$ cat config.mk
export PLATFORM = sky130hd
export DESIGN_NAME = pixel_port_arbiter
export DESIGN_NICKNAME = d
export VERILOG_FILES = /design/src/rtl/pixel_port_arbiter_pkg.sv /design/src/rtl/pixel_port_arbiter_picker.sv /design/src/rtl/pixel_port_arbiter.sv
export SDC_FILE = /design/constraint.sdc
export NUM_CORES = 1
export LEC_CHECK = 0
export ABC_AREA = 1
export CORE_MARGIN = 3
export CORE_UTILIZATION = 44
export CTS_CLUSTER_SIZE = 16
export DETAILED_ROUTE_END_ITERATION = 10
export PLACE_DENSITY = 0.8
export SLEW_MARGIN = 20
export SYNTH_ARGS = -nofsm -noshare
export SYNTH_HDL_FRONTEND = slang
export SYNTH_HIERARCHICAL = 1
export SYNTH_SLANG_ARGS = --single-unit
$ cat constraint.sdc
create_clock -name clock -period 3.23 [get_ports clock]
set_input_delay 0.323 -clock clock [delete_from_list [all_inputs] [get_ports clock]]
set_output_delay 0.323 -clock clock [all_outputs]
set_load 0.02 [all_outputs]
$ cat src/rtl/pixel_port_arbiter_pkg.sv
// Shared screen geometry, pixel field widths and arbiter FSM encoding for the pixel port arbiter.
package pixel_port_arbiter_pkg;

    localparam int unsigned SCREEN_W = 320;
    localparam int unsigned SCREEN_H = 240;
    localparam int unsigned X_W      = 9;
    localparam int unsigned Y_W      = 8;
    localparam int unsigned C_W      = 3;

    typedef enum logic [1:0] {
        StIdle    = 2'd0,
        StGrant   = 2'd1,
        StRelease = 2'd2
    } arb_state_e;

endpackage

$ cat src/rtl/pixel_port_arbiter_picker.sv
// Round-robin priority picker: one-hot winner among req, searching upward from ptr with wrap.
module rr_priority_picker #(
    parameter int unsigned NREQ  = 4,
    parameter int unsigned PTR_W = 2
) (
    input  logic [NREQ-1:0]  req,
    input  logic [PTR_W-1:0] ptr,
    output logic [NREQ-1:0]  winner,
    output logic             any
);

    int unsigned idx;

    always_comb begin
        winner = '0;
        any    = 1'b0;
        idx    = 0;
        for (int unsigned i = 0; i < NREQ; i++) begin
            idx = (32'(ptr) + i) % NREQ;
            if (!any && req[idx]) begin
                winner[idx] = 1'b1;
                any         = 1'b1;
            end
        end
    end

endmodule

$ cat src/rtl/pixel_port_arbiter.sv
// Arbitrates pixel-write bursts from NREQ requesters onto a single registered VGA plot port.
module pixel_port_arbiter
    import pixel_port_arbiter_pkg::*;
#(
    parameter int unsigned NREQ    = 4,
    parameter int unsigned TIMEOUT = 255
) (
    input  logic                  clock,
    input  logic                  reset,
    input  logic [NREQ-1:0]       req,
    input  logic [NREQ*X_W-1:0]   req_x,
    input  logic [NREQ*Y_W-1:0]   req_y,
    input  logic [NREQ*C_W-1:0]   req_colour,
    input  logic [NREQ-1:0]       req_last,
    output logic [NREQ-1:0]       gnt,
    output logic [X_W-1:0]        vga_x,
    output logic [Y_W-1:0]        vga_y,
    output logic [C_W-1:0]        vga_colour,
    output logic                  vga_plot,
    output logic                  busy
);

    localparam int unsigned PTR_W = (NREQ > 1) ? $clog2(NREQ) : 1;
    localparam int unsigned CNT_W = $clog2(TIMEOUT + 1);

    arb_state_e       state_q, state_d;
    logic [PTR_W-1:0] ptr_q, ptr_d;
    logic [NREQ-1:0]  gnt_q, gnt_d;
    logic [CNT_W-1:0] stall_q, stall_d;
    logic [X_W-1:0]   vga_x_q, vga_x_d;
    logic [Y_W-1:0]   vga_y_q, vga_y_d;
    logic [C_W-1:0]   vga_colour_q, vga_colour_d;
    logic             vga_plot_q, vga_plot_d;

    logic [NREQ-1:0]  pick_winner;
    logic             pick_any;

    logic [PTR_W-1:0] gnt_idx;
    logic [PTR_W-1:0] ptr_adv;
    logic [X_W-1:0]   sel_x;
    logic [Y_W-1:0]   sel_y;
    logic [C_W-1:0]   sel_colour;
    logic             sel_last;
    logic             beat;
    logic             on_screen;

    rr_priority_picker #(
        .NREQ  (NREQ),
        .PTR_W (PTR_W)
    ) u_picker (
        .req    (req),
        .ptr    (ptr_q),
        .winner (pick_winner),
        .any    (pick_any)
    );

    // Only the granted slot's fields and last flag are ever looked at.
    always_comb begin
        gnt_idx    = '0;
        sel_x      = '0;
        sel_y      = '0;
        sel_colour = '0;
        sel_last   = 1'b0;
        for (int unsigned i = 0; i < NREQ; i++) begin
            if (gnt_q[i]) begin
                gnt_idx    = PTR_W'(i);
                sel_x      = req_x[i*X_W +: X_W];
                sel_y      = req_y[i*Y_W +: Y_W];
                sel_colour = req_colour[i*C_W +: C_W];
                sel_last   = req_last[i];
            end
        end
    end

    assign beat      = |(req & gnt_q);
    assign on_screen = (sel_x < X_W'(SCREEN_W)) && (sel_y < Y_W'(SCREEN_H));
    assign ptr_adv   = (gnt_idx == PTR_W'(NREQ - 1)) ? '0 : gnt_idx + PTR_W'(1);

    always_comb begin
        state_d      = state_q;
        ptr_d        = ptr_q;
        gnt_d        = gnt_q;
        stall_d      = stall_q;
        vga_x_d      = vga_x_q;
        vga_y_d      = vga_y_q;
        vga_colour_d = vga_colour_q;
        vga_plot_d   = 1'b0;
        unique case (state_q)
            StIdle: begin
                if (pick_any) begin
                    gnt_d   = pick_winner;
                    stall_d = '0;
                    state_d = StGrant;
                end
            end
            StGrant: begin
                if (beat) begin
                    stall_d = '0;
                    // Off-screen beats are consumed but leave the VGA port untouched.
                    if (on_screen) begin
                        vga_x_d      = sel_x;
                        vga_y_d      = sel_y;
                        vga_colour_d = sel_colour;
                        vga_plot_d   = 1'b1;
                    end
                    if (sel_last) begin
                        gnt_d   = '0;
                        ptr_d   = ptr_adv;
                        state_d = StRelease;
                    end
                end else if (stall_q == CNT_W'(TIMEOUT - 1)) begin
                    gnt_d   = '0;
                    ptr_d   = ptr_adv;
                    stall_d = '0;
                    state_d = StRelease;
                end else begin
                    stall_d = stall_q + CNT_W'(1);
                end
            end
            StRelease: begin
                state_d = StIdle;
            end
            default: begin
                state_d = StIdle;
                gnt_d   = '0;
            end
        endcase
    end

    always_ff @(posedge clock or posedge reset) begin
        if (reset) begin
            state_q      <= StIdle;
            ptr_q        <= '0;
            gnt_q        <= '0;
            stall_q      <= '0;
            vga_x_q      <= '0;
            vga_y_q      <= '0;
            vga_colour_q <= '0;
            vga_plot_q   <= 1'b0;
        end else begin
            state_q      <= state_d;
            ptr_q        <= ptr_d;
            gnt_q        <= gnt_d;
            stall_q      <= stall_d;
            vga_x_q      <= vga_x_d;
            vga_y_q      <= vga_y_d;
            vga_colour_q <= vga_colour_d;
            vga_plot_q   <= vga_plot_d;
        end
    end

    assign gnt        = gnt_q;
    assign vga_x      = vga_x_q;
    assign vga_y      = vga_y_q;
    assign vga_colour = vga_colour_q;
    assign vga_plot   = vga_plot_q;
    assign busy       = (state_q != StIdle);

endmodule

Word level (Yosys, flattened, before mapping) --
Cells that the tools add are included.
Storage, ports and cells: bits in registers 37, latch bits 0, memory bits (writable) 0, bits in read-only memories 0, bits of input ports 90, output and inout port bits 26, logic and storage cells 121, memories kept 0
Cells by class: add/sub/neg operators 5, $mul 0, div/mod/pow operators 0, $lt $le $gt $ge 10, eq/ne operators 8, shift-type cells 0, muxes and demuxes 64, bitwise logic cells 5, reductions and logical operators 21
Operator list (number):
- two-way mux 8 bit | 7
- two-way mux 9 bit | 4
- two-way mux 4 bit | 8
- two-way mux 1 bit | 20
- two-way mux 2 bit | 10
- one-hot mux 8 bit (2 select lines) | 1
- less-than comparator 2 x 3 -> 1 bit, second input constant | 4
- two-way mux 3 bit | 4
- bitwise OR 4 bit | 3
- one-hot mux 4 bit (3 select lines) | 1
- less-than comparator 9 bit, second input constant | 1
- AND reduction 3 bit | 3
- adder 8 x 1 -> 8 bit, second input constant | 1
- binary-select mux 1 bit (select 2 bit) | 4
- demux 1 bit (select 2 bit) | 4
- == test 8 bit, second input constant | 1
- >= comparator 2 x 1 -> 1 bit, second input constant | 4
- logical AND 1 bit | 8
- less-than comparator 8 bit, second input constant | 1
- inequality test 3 bit, second input constant | 2
- nonzero test 2 bit | 3
- adder 2 x 1 -> 2 bit, second input constant | 2
- adder 2 bit, second input constant | 2
- AND 4 bit | 1
- other kinds (10) | 14

Depth between registers and ports, before layout --
Gate-level depths: netlist of run 1.
depth after elaboration 14, depth in mapped cells 17, mapped depth without buffers 17

Hierarchy --
The synthesis of run 1 kept the hierarchy.
Modules (own cells, without submodules):
- pixel_port_arbiter | instances 1, cells an instance 355, area each 2443.6 um^2, seq. area each 925.9 um^2
- rr_priority_picker | instances 1, cells an instance 76, area each 419.2 um^2, seq. area each 0.0 um^2

Worst setup path after synthesis of run 1 --
No wires, ideal clock.
path type register to register, start point reg ptr_q[0], end point reg stall_q[6], setup time 0.114 ns, arrival time 2.202 ns, required time 3.116 ns, setup slack 0.914 ns, cell stages (with the launch flop) 17, path buffers 0, period minus slack after synthesis 2.316 ns, cell sequence dfrtp_1 inv_2 ha_1 inv_1 nand3_1 o21a_1 inv_1 nand2_1 nand2_1 nand2_1 nand2_1 nor2_1 nand3_1 nor2_1 nand2_1 nand3_1 inv_1
Between the ends: word-level cells in the longest chain between the ends 14, elaborated cells on any way between the ends 23, those cells by class add/sub: 3; eq/ne: 1; mux: 12; reduce/logical: 7
Ends and longest elaborated chain:
- from (decl) | RTL line pixel_port_arbiter.sv:27 | logic [PTR_W-1:0] ptr_q, ptr_d;
- from (signal assigned) | RTL line pixel_port_arbiter.sv:142 | ptr_q <= ptr_d;
- branches (longest 11 deep; another with adder 2 x 1 -> 2 bit)
- two-way mux 1 bit * | RTL line pixel_port_arbiter_picker.sv:20 | if (!any && req[idx]) begin
- net pick_any | RTL line pixel_port_arbiter.sv:36 | logic pick_any;
- inequality test 2 bit (no source line) *
- AND reduction 2 bit (no source line) *
- to (signal assigned) | RTL line pixel_port_arbiter.sv:144 | stall_q <= stall_d;
- to (decl) | RTL line pixel_port_arbiter.sv:29 | logic [CNT_W-1:0] stall_q, stall_d;
Mark *: on every way through the listed nets, which the timed path passes. The select of a mux whose other input is x is not followed. A chain may end at the register's enable or synchronous reset.

Worst setup path in the final report of run 1 --
Ends and elaborated chain as after synthesis.

==> run metrics, run 1 <==
Root Driver clkbuf_8; Cell Area, Synth 0.002863 mm2; CP endpoint kind flip-flop; Final Max Tran Viols 0; final worst slack 0.5756 ns; Critical Path AT 2.86 ns; XOR/XNOR Fraction of Synth Area 0.9178%; Post-DRT Antenna Nets 0; fin nets 637; flop-to-flop setup slack 0.58 ns; Synth Register Bits 37; vias in the first global route 3031; CTS tree yes; Slew HR 62.68%; post-CTS setup buffers 0; Layout Area Growth over Synthesis 44.71%; hold_ws approximately 0.44 ns; sequential power share 25.3%; top_reg_cell synth dfrtp_1; maximum vdd drop 0.4130 mV; post-synthesis simple-gate area fraction between 40% and 50%; post-synth top area share between 30% and 40%; Die Width a little under 90 um; final period utilization roughly 82%; Worst Path Required 3.43 ns; largest net degree at the start of global routing 38; Hold-fix buffers, CTS 0; Final Critical Period 2.654 ns; synth warn 6; first-pass GRT wire length 14380 um; clk_lat worst skew 0.30 ns; adder and majority gate portion of the synthesized area 3.497%; initial antenna violation count 0; Inserted Clock Buffers 5; number of synthesized flops with an enable pin 0; Placeable Area a little over 0.006 mm2; status finished, final reports clean; Slew @ Worst Pin 0.5593 ns; setup_tns 0 ns; clk_skew about 0.0034 ns; cells after synthesis approximately 430; die area 0.007510 mm2; gr usage total between 20% and 30%; Worst Setup Start Kind flip-flop; Critical Path Fanout Max 11; RePlAce Congestion slightly below 0.9; Routed WL just under 9000 um; synth top area cells dfrtp_1 (32%), nand2_1 (23%), nand3_1 (9.1%); final setup violation count 0; gr ovfl total 0; drt pass-1 iters 5; DRC 0; Lkg Pwr 2.006 nW; Clk pwr share between 10% and 20%; H-tree level count 2; DP Area 0.004009 mm2; post-DP HPWL between 6000 and 7000 um; Rows 28; design area ~0.0041 mm2; First DRT Iteration DRCs 199; Inserted Diodes 0; I/O Buffers 115; average size of a mapped cell about 6.6 um2; Synth cell types 32; clk buf depth 2; RSZ-0062 raised after global routing false; clk sinks 37; Post-Synthesis Net Count about 530; placed cells about 600; Via density 5.180; die outline height around 87 um; Synth Area in Compound Gates 5.900%; layout cells sized above 1 ~7.4%; pre-CTS setup slack between 0.6 and 0.7 ns; final std cells w/o fill around 600; P_int 1.558 mW; via count 3186; io pins roughly 120; cells resized by post-CTS repair 0; Initial Util between 40% and 50%; Worst-path clk slew 0.08 ns; switch share between 40% and 50%; Synth area leader dfrtp_1; Design Power ~2.9 mW; mux cell area share after synthesis 0%; HP Class in -> async; Async SR Flop Fraction 100.0%; main combinational cell family by area after synthesis simple AND/OR/NAND/NOR gates; final hold vios 0; Switching Power between 1 and 1.5 mW; Max Freq about 380 MHz; Max-cap violations 0; combinational power share between 50% and 60%; pwr dens roughly 710 mW/mm2; sequential share of the synthesized area 32.34%; post-layout util just under 70%; critical path class reg -> reg; average routed wire per standard cell ~14 um
-- Yosys cell counts, types with 2 or more instances --
library cell / count
nor2_1: 25
xor2_1: 2
nand2_1: 172
inv_2: 4
ha_1: 8
o21ai_0: 5
nand3_4: 3
nor2_4: 2
nor2_2: 3
clkbuf_1: 4
buf_2: 4
buf_4: 6
inv_1: 33
nand3_2: 2
nand4_1: 21
or2_0: 2
a21oi_1: 17
a31oi_1: 6
nand3_1: 52
nand2_2: 5
or2_2: 4
buf_6: 5
dfrtp_1: 37
-- area by class of cell --
class,count,area [um2]
well taps,75,93.84
inverters,38,145.1
fillers,541,1953
clock buffers,5,68.82
clock inverters,3,65.06
multi-input cells,337,1655
repair buffers,120,1189
flip-flops and latches,37,925.9
-- power groups by stage --
stage,sequential (mW),clock [mW],combinational (mW)
floorplan,0.814,0,1.07
global placement,0.740,0,1.66
detailed placement,0.748,0,1.68
CTS,0.739,0.489,1.69
global route,0.766,0.509,1.89
finish,0.741,0.486,1.70
-- critical path, cell delays in order, from the launching register on --
cell     delay [ns]
dfrtp_1        0.55
inv_2          0.16
ha_1           0.35
inv_1          0.08
nand3_1        0.08
o21a_1         0.20
inv_1          0.05
nand2_1        0.08
nand2_1        0.12
nand2_1        0.17
nand2_1        0.06
nor2_1         0.19
nand3_1        0.15
nor2_1         0.12
nand2_1        0.06
nand3_1        0.07
inv_1          0.04
-- cells by family (layout without fill, tap and decap cells) --
logic type	Yosys count	count (layout)
adders and majority gates	8	8
and+or+nand+nor	295	295
AOI/OAI and AO/OA	31	31
buffers and inverters	57	166
xor gates and xnor gates	3	3
DFF	37	37
-- final timing paths --
kind,start,endpoint,cells after the start
min in group clock,vga_x[0],vga_x[0],2
worst min register to register,vga_x[0],vga_x[0],2
worst max register to register,ptr_q[0],stall_q[6],16
worst max-delay path,ptr_q[0],stall_q[6],16
worst min-delay path,reset,stall_q[3],3
max in group asynchronous,reset,vga_x[5],3
-- per-layer routing --
layer	wire, um	vias to the layer above	GRT usage, %
li1	-	1603	-
met1	3874	1449	32.64
met2	4368	117	40.33
met3	502	17	3.897
met4	168	0	7.507
met5	0	-	0
-- registers in the layout (all words and copies together), names as in the netlist --
signal and flops:
gnt 4, vga_x 9, state_q 2, stall_q 8, vga_plot 1, vga_colour 3, vga_y 8, ptr_q 2
-- layout by cell type (no fill, tap or decap), types with 5 or more instances in the layout --
cell type        count
nand2_1            172
clkdlybuf4s50_1    115
nand3_1             52
dfrtp_1             37
inv_1               33
nor2_1              25
nand4_1             21
a21oi_1             17
ha_1                 8
a31oi_1              6
nand2_2              5
o21ai_0              5
clkbuf_8             5
buf_4                5
(Power assumes the default switching activity.)
==> run 2, diff against run 1 <==
- clock period: 3.23 -> 2.7 ns (I/O delays scaled with it)
==> run metrics, run 2 (synthesis results as in run 1) <==
Clk pwr share about an eighth; most frequent cells in the layout nand2_1 (172), clkdlybuf4s50_1 (115), nand3_1 (52); post-DP HPWL 6834 um; critical path class reg -> reg; Worst-path clk slew 0.07 ns; Critical Path Fanout Max 5; fillers between 500 and 600; sequential power share about 25%; Max-cap violations 0; Via density ~5.1; Critical Path AT ~2.6 ns; critical path's slowest cell dfrtp_1; flop-to-flop setup slack ~0.30 ns; combinational power share ~62%; CP most frequent cell nand2_1; cell family with most CP delay simple AND/OR/NAND/NOR gates; setup_tns 0 ns; final worst slack approximately 0.30 ns; Final Max Tran Viols 0; GR peak layer met2; Rows 28; H-tree level count 2; final hold vios 0; vias in the first global route about 3000; initial antenna violation count 0; fin nets between 600 and 700; clk_skew between 0.008 and 0.009 ns; Crit path buffers/inverters 4; design area 0.004140 mm2; pre-CTS setup slack approximately 0.31 ns; Initial Util between 40% and 50%; drt pass-1 iters 5; via count 3186; die outline height between 80 and 90 um; layout cells sized above 1 under 10%; Slew HR ~65%; Final Critical Period about 2.4 ns; first-pass GRT wire length roughly 14000 um; HP Class in -> async; CP endpoint kind flip-flop; Die Width 86.66 um; r2r startpoint ptr_q[1]; Max Freq 415.9 MHz; pwr dens between 800 and 900 mW/mm2; clk sinks 37; clk_lat worst skew between 0.2 and 0.3 ns; most common cell after layout, fill and taps aside nand2_1; DP Area just over 0.004 mm2; maximum vdd drop between 0.4 and 0.5 mV; P_int 1.756 mW; First DRT Iteration DRCs roughly 150; CTS tree yes; clk buf depth 2; CP peak stage delay 0.38 ns; Inserted Clock Buffers 5; die area between 0.007 and 0.008 mm2; status finished, final reports clean; io pins 116; Hold-fix buffers, CTS 0; Root Driver clkbuf_8; final setup violation count 0; gr ovfl total 0; Post-DRT Antenna Nets 0; Lkg Pwr approximately 2.0 nW; gr usage total between 20% and 30%; RePlAce Congestion approximately 0.94; Switching Power between 1.5 and 2 mW; largest net degree at the start of global routing 38; Slew @ Worst Pin roughly 0.53 ns; Worst Path Required slightly below 3 ns; hold_ws between 0.3 and 0.4 ns; Inserted Diodes 0; RSZ-0062 raised after global routing false; final period utilization 89.05%; post-CTS setup buffers 0; Layout Area Growth over Synthesis 44.62%; GRT met3 Usage 4.278%; worst reg-to-reg path cell count 15; Routed WL between 8000 and 9000 um; CP Depth 15; met2 Use GR 37.55%; M1 GR Usage approximately 32%; Placeable Area 0.006096 mm2; max reg flops 9; switch share 47.92%; worst flop-to-flop path endpoint stall_q[6]; DRC 0; critical-path cell list inv_1, ha_1, inv_1, o21a_1, inv_1, nand2_1, nand2_1, nand2_1, nand2_1, nor2_1, nand3_1, nor2_1, nand2_1, nand3_1, inv_1; average routed wire per standard cell approximately 14 um; Worst Setup Start Kind flip-flop; I/O Buffers around 120; cells resized by post-CTS repair 0
-- run 2: cell type report --
class	count	area, um2	share of cell area (%)
clock buffer	7	96.34	2.327
sequential	37	925.9	22.36
clock inverter	1	5.005	0.1209
timing repair buffer	124	1219	29.43
tap	75	93.84	2.267
multi-input combinational	337	1655	39.98
inverter	38	145.1	3.506
-- run 2: how the worst max path moves through the flow --
stage               slack (ns)      from         end
CTS                       0.32  ptr_q[1]  stall_q[6]
global route             0.006  ptr_q[1]  stall_q[6]
detailed placement        0.31    req[2]  stall_q[6]
finish                    0.30  ptr_q[1]  stall_q[6]
floorplan                 0.38  ptr_q[0]  stall_q[6]
global placement          0.36    req[2]  stall_q[6]
-- run 2: worst min-delay path, stage by stage --
cell	delay [ns]
clkdlybuf4s50_1	0.39
inv_1	0.05
buf_4	0.40
-- run 2: metal layers --
layer / part of all wire (%) / vias to the layer above
met5: 0 / -
met4: 2.2 / 0
met3: 5.5 / 16
met2: 48 / 123
met1: 44 / 1436
li1: - / 1611
-- run 2: per-stage QoR --
stage / utilization, % / instances / power (mW)
floorplan: - / 431 / 2.256
global placement: 66.26 / 611 / 2.903
detailed placement: 66.26 / 611 / 2.939
CTS: 67.92 / 619 / 3.376
global route: 67.92 / 619 / 3.676
finish: 67.92 / 619 / 3.371
-- run 2: power by group through the flow --
stage,clock network (mW),logic (mW),registers [mW]
after floorplan,0,1.28,0.974
after global placement,0,2.05,0.855
after detailed placement,0,2.08,0.862
after CTS,0.433,2.09,0.855
after global routing,0.460,2.34,0.876
final,0.426,2.09,0.855
==> RTL edit, RTL diff (settings of run 1) <==
Set the parameter `TIMEOUT` to 510 (it was 255).
--- a/src/rtl/pixel_port_arbiter.sv
+++ b/src/rtl/pixel_port_arbiter.sv
@@ -3,7 +3,7 @@
     import pixel_port_arbiter_pkg::*;
 #(
     parameter int unsigned NREQ    = 4,
-    parameter int unsigned TIMEOUT = 255
+    parameter int unsigned TIMEOUT = 510
 ) (
     input  logic                  clock,
     input  logic                  reset,
Formal check against the unedited RTL: same outputs for any inputs over 4 cycles, from zero or initial values and one cycle with reset high; that may be too few to reach the edited logic, so the function may still have changed.
==> RTL edit against run 1 <==
  * Worst setup slack improved by 0.090 ns
  * Sequential cell count rose by 1
  * Total power fell by 1.3%
  * Routed wire length rose by 2.8%
  * First-iteration DRC count fell by 18%
  * Final area rose by 2.6%
  * Sequential power fell by 0.9%
  * Clock power fell by 18%
  * Synthesized area rose by 4.5%
  * Critical endpoint unchanged
==> RTL edit: results (changes against run 1) <==
gp_congestion: 0.936  # +5.0%
holdCritPathClass: "in -> async"
wl_um: 9170  # +2.8%
r2r_start: "ptr_q[0]"
synth_fp_nets: 552  # +4.3%
antenna_found_initial: 0  # unchanged
cts_root_buffer: "clkbuf_8"
async_reset_ff_frac: 1.00  # unchanged
routedWlPerCell_um: 14.3  # -1.3%
grt_pass1_wl_um: 14700  # +2.5%
post_cts_resized: 0  # unchanged
grt_max_degree: 39  # +2.6%
peakVddDrop_mv: 0.502  # +21%
dp_hpwl_um: 7040  # +1.9%
synth_ff_type: "dfrtp_1"
placed_area_mm2: 0.00414  # +3.3%
path_clk_slew_ns: 0.08  # about the same
grt_pass1_vias: 3203  # +5.7%
final_nets: 661  # +3.8%
dp.cells: 633  # +4.3%
fin_skew_ns: 0.00329  # -0.000121 ns
worst-r2r-setup-slack_ns: 0.67  # +0.09 ns
clk_latency_ns: 0.29
p_sw_mw: 1.37  # +0.67%
drt_iter0_drc: 164  # -18%
worstReg2RegEnd: "stall_q[6]"
ys_seq_area_frac: 0.318  # -0.00543
outcome: "complete, no violations"
crit_arrival_ns: 2.78  # -0.08 ns
p_leak_nw: 2.11  # +5.3%
numCtsBuffers: 5  # unchanged
rr_worst_depth: 13  # -3
grt_usage: 0.240  # -0.00347
clockBufferDepth: 2  # unchanged
drtPass1Iterations: 5  # unchanged
synth_commonest_cells: "nand2_1, inv_1, nor2_1"
synthTopCellsByArea: "dfrtp_1, nand2_1, inv_1"
antenna_cells: 0  # unchanged
drive_above_1_share: 0.0869  # +0.0128
tightest_slew_ns: 0.488  # -0.0717 ns
yosysWarnings: 6  # unchanged
critPathMaxFanout: 11  # unchanged
cts_htree_levels: 2  # unchanged
portBuffers: 115  # unchanged
vias: 3320  # +4.2%
synthCells: 454  # +5.3%
[RTL edit: cell families (layout without fill, tap and decap cells)]
family                     Yosys count  after routing  synth area share
AOI/OAI and AO/OA                   43             43            0.0787
adders and majority gates            8              8            0.0335
buffers and inverters               70            180             0.113
DFF                                 38             38             0.318
and+or+nand+nor                    295            295             0.457
[RTL edit: layer usage]
layer / up-vias / GRT usage / share of wire
met1: 1520 / 0.291 / 0.42
met3: 14 / 0.0549 / 0.066
li1: 1661 / - / -
met5: - / 0 / 0
met4: 0 / 0.0604 / 0.014
met2: 125 / 0.430 / 0.50
[RTL edit: layout make-up]
| class | instances | area, um^2 |
|---|---|---|
| Clock buffer | 5 | 68.8 |
| Clock inverter | 3 | 40.0 |
| Fill cell | 582 | 2210 |
| Inverter | 51 | 194 |
| Multi-Input combinational cell | 346 | 1700 |
| Sequential cell | 38 | 951 |
| Tap cell | 77 | 96.3 |
| Timing Repair Buffer | 121 | 1200 |
[RTL edit: how the worst max path moves through the flow]
stage               slack, ns  cells after the start         end     start
floorplan                1.01                     14  stall_q[6]  ptr_q[0]
global placement         0.87                     13  stall_q[6]  ptr_q[0]
detailed placement       0.72                     13  stall_q[6]  ptr_q[0]
CTS                      0.71                     13  stall_q[6]  ptr_q[0]
global route             0.37                     13  stall_q[6]  ptr_q[0]
finish                   0.67                     13  stall_q[6]  ptr_q[0]
[RTL edit: power groups by stage]
stage	clock network [mW]	logic (mW)	registers, mW
after floorplan	0	1.12	0.828
after global placement	0	1.70	0.734
after detailed placement	0	1.74	0.741
after CTS	0.405	1.75	0.733
after global routing	0.425	1.96	0.751
final	0.397	1.75	0.734
[RTL edit: metrics by stage]
stage | hold slack [ns] | utilization | setup WS (ns) | power [mW]
after floorplan | 0.500 | - | 1.01 | 1.95
after global placement | 0.453 | 0.641 | 0.868 | 2.43
after detailed placement | 0.458 | 0.641 | 0.716 | 2.48
after CTS | 0.468 | 0.658 | 0.707 | 2.88
after global routing | 0.491 | 0.658 | 0.370 | 3.13
final | 0.440 | 0.658 | 0.666 | 2.89
[RTL edit: worst max-delay path: stages, from the launching register on]
cell,delay (ns)
dfrtp_1,0.55
inv_2,0.17
ha_1,0.36
inv_1,0.09
nand3_1,0.10
o21a_1,0.20
inv_1,0.05
nand2_1,0.06
nand2_1,0.09
nand2_1,0.19
nand3_1,0.16
nor2_1,0.19
a21oi_1,0.10
nor3_2,0.17
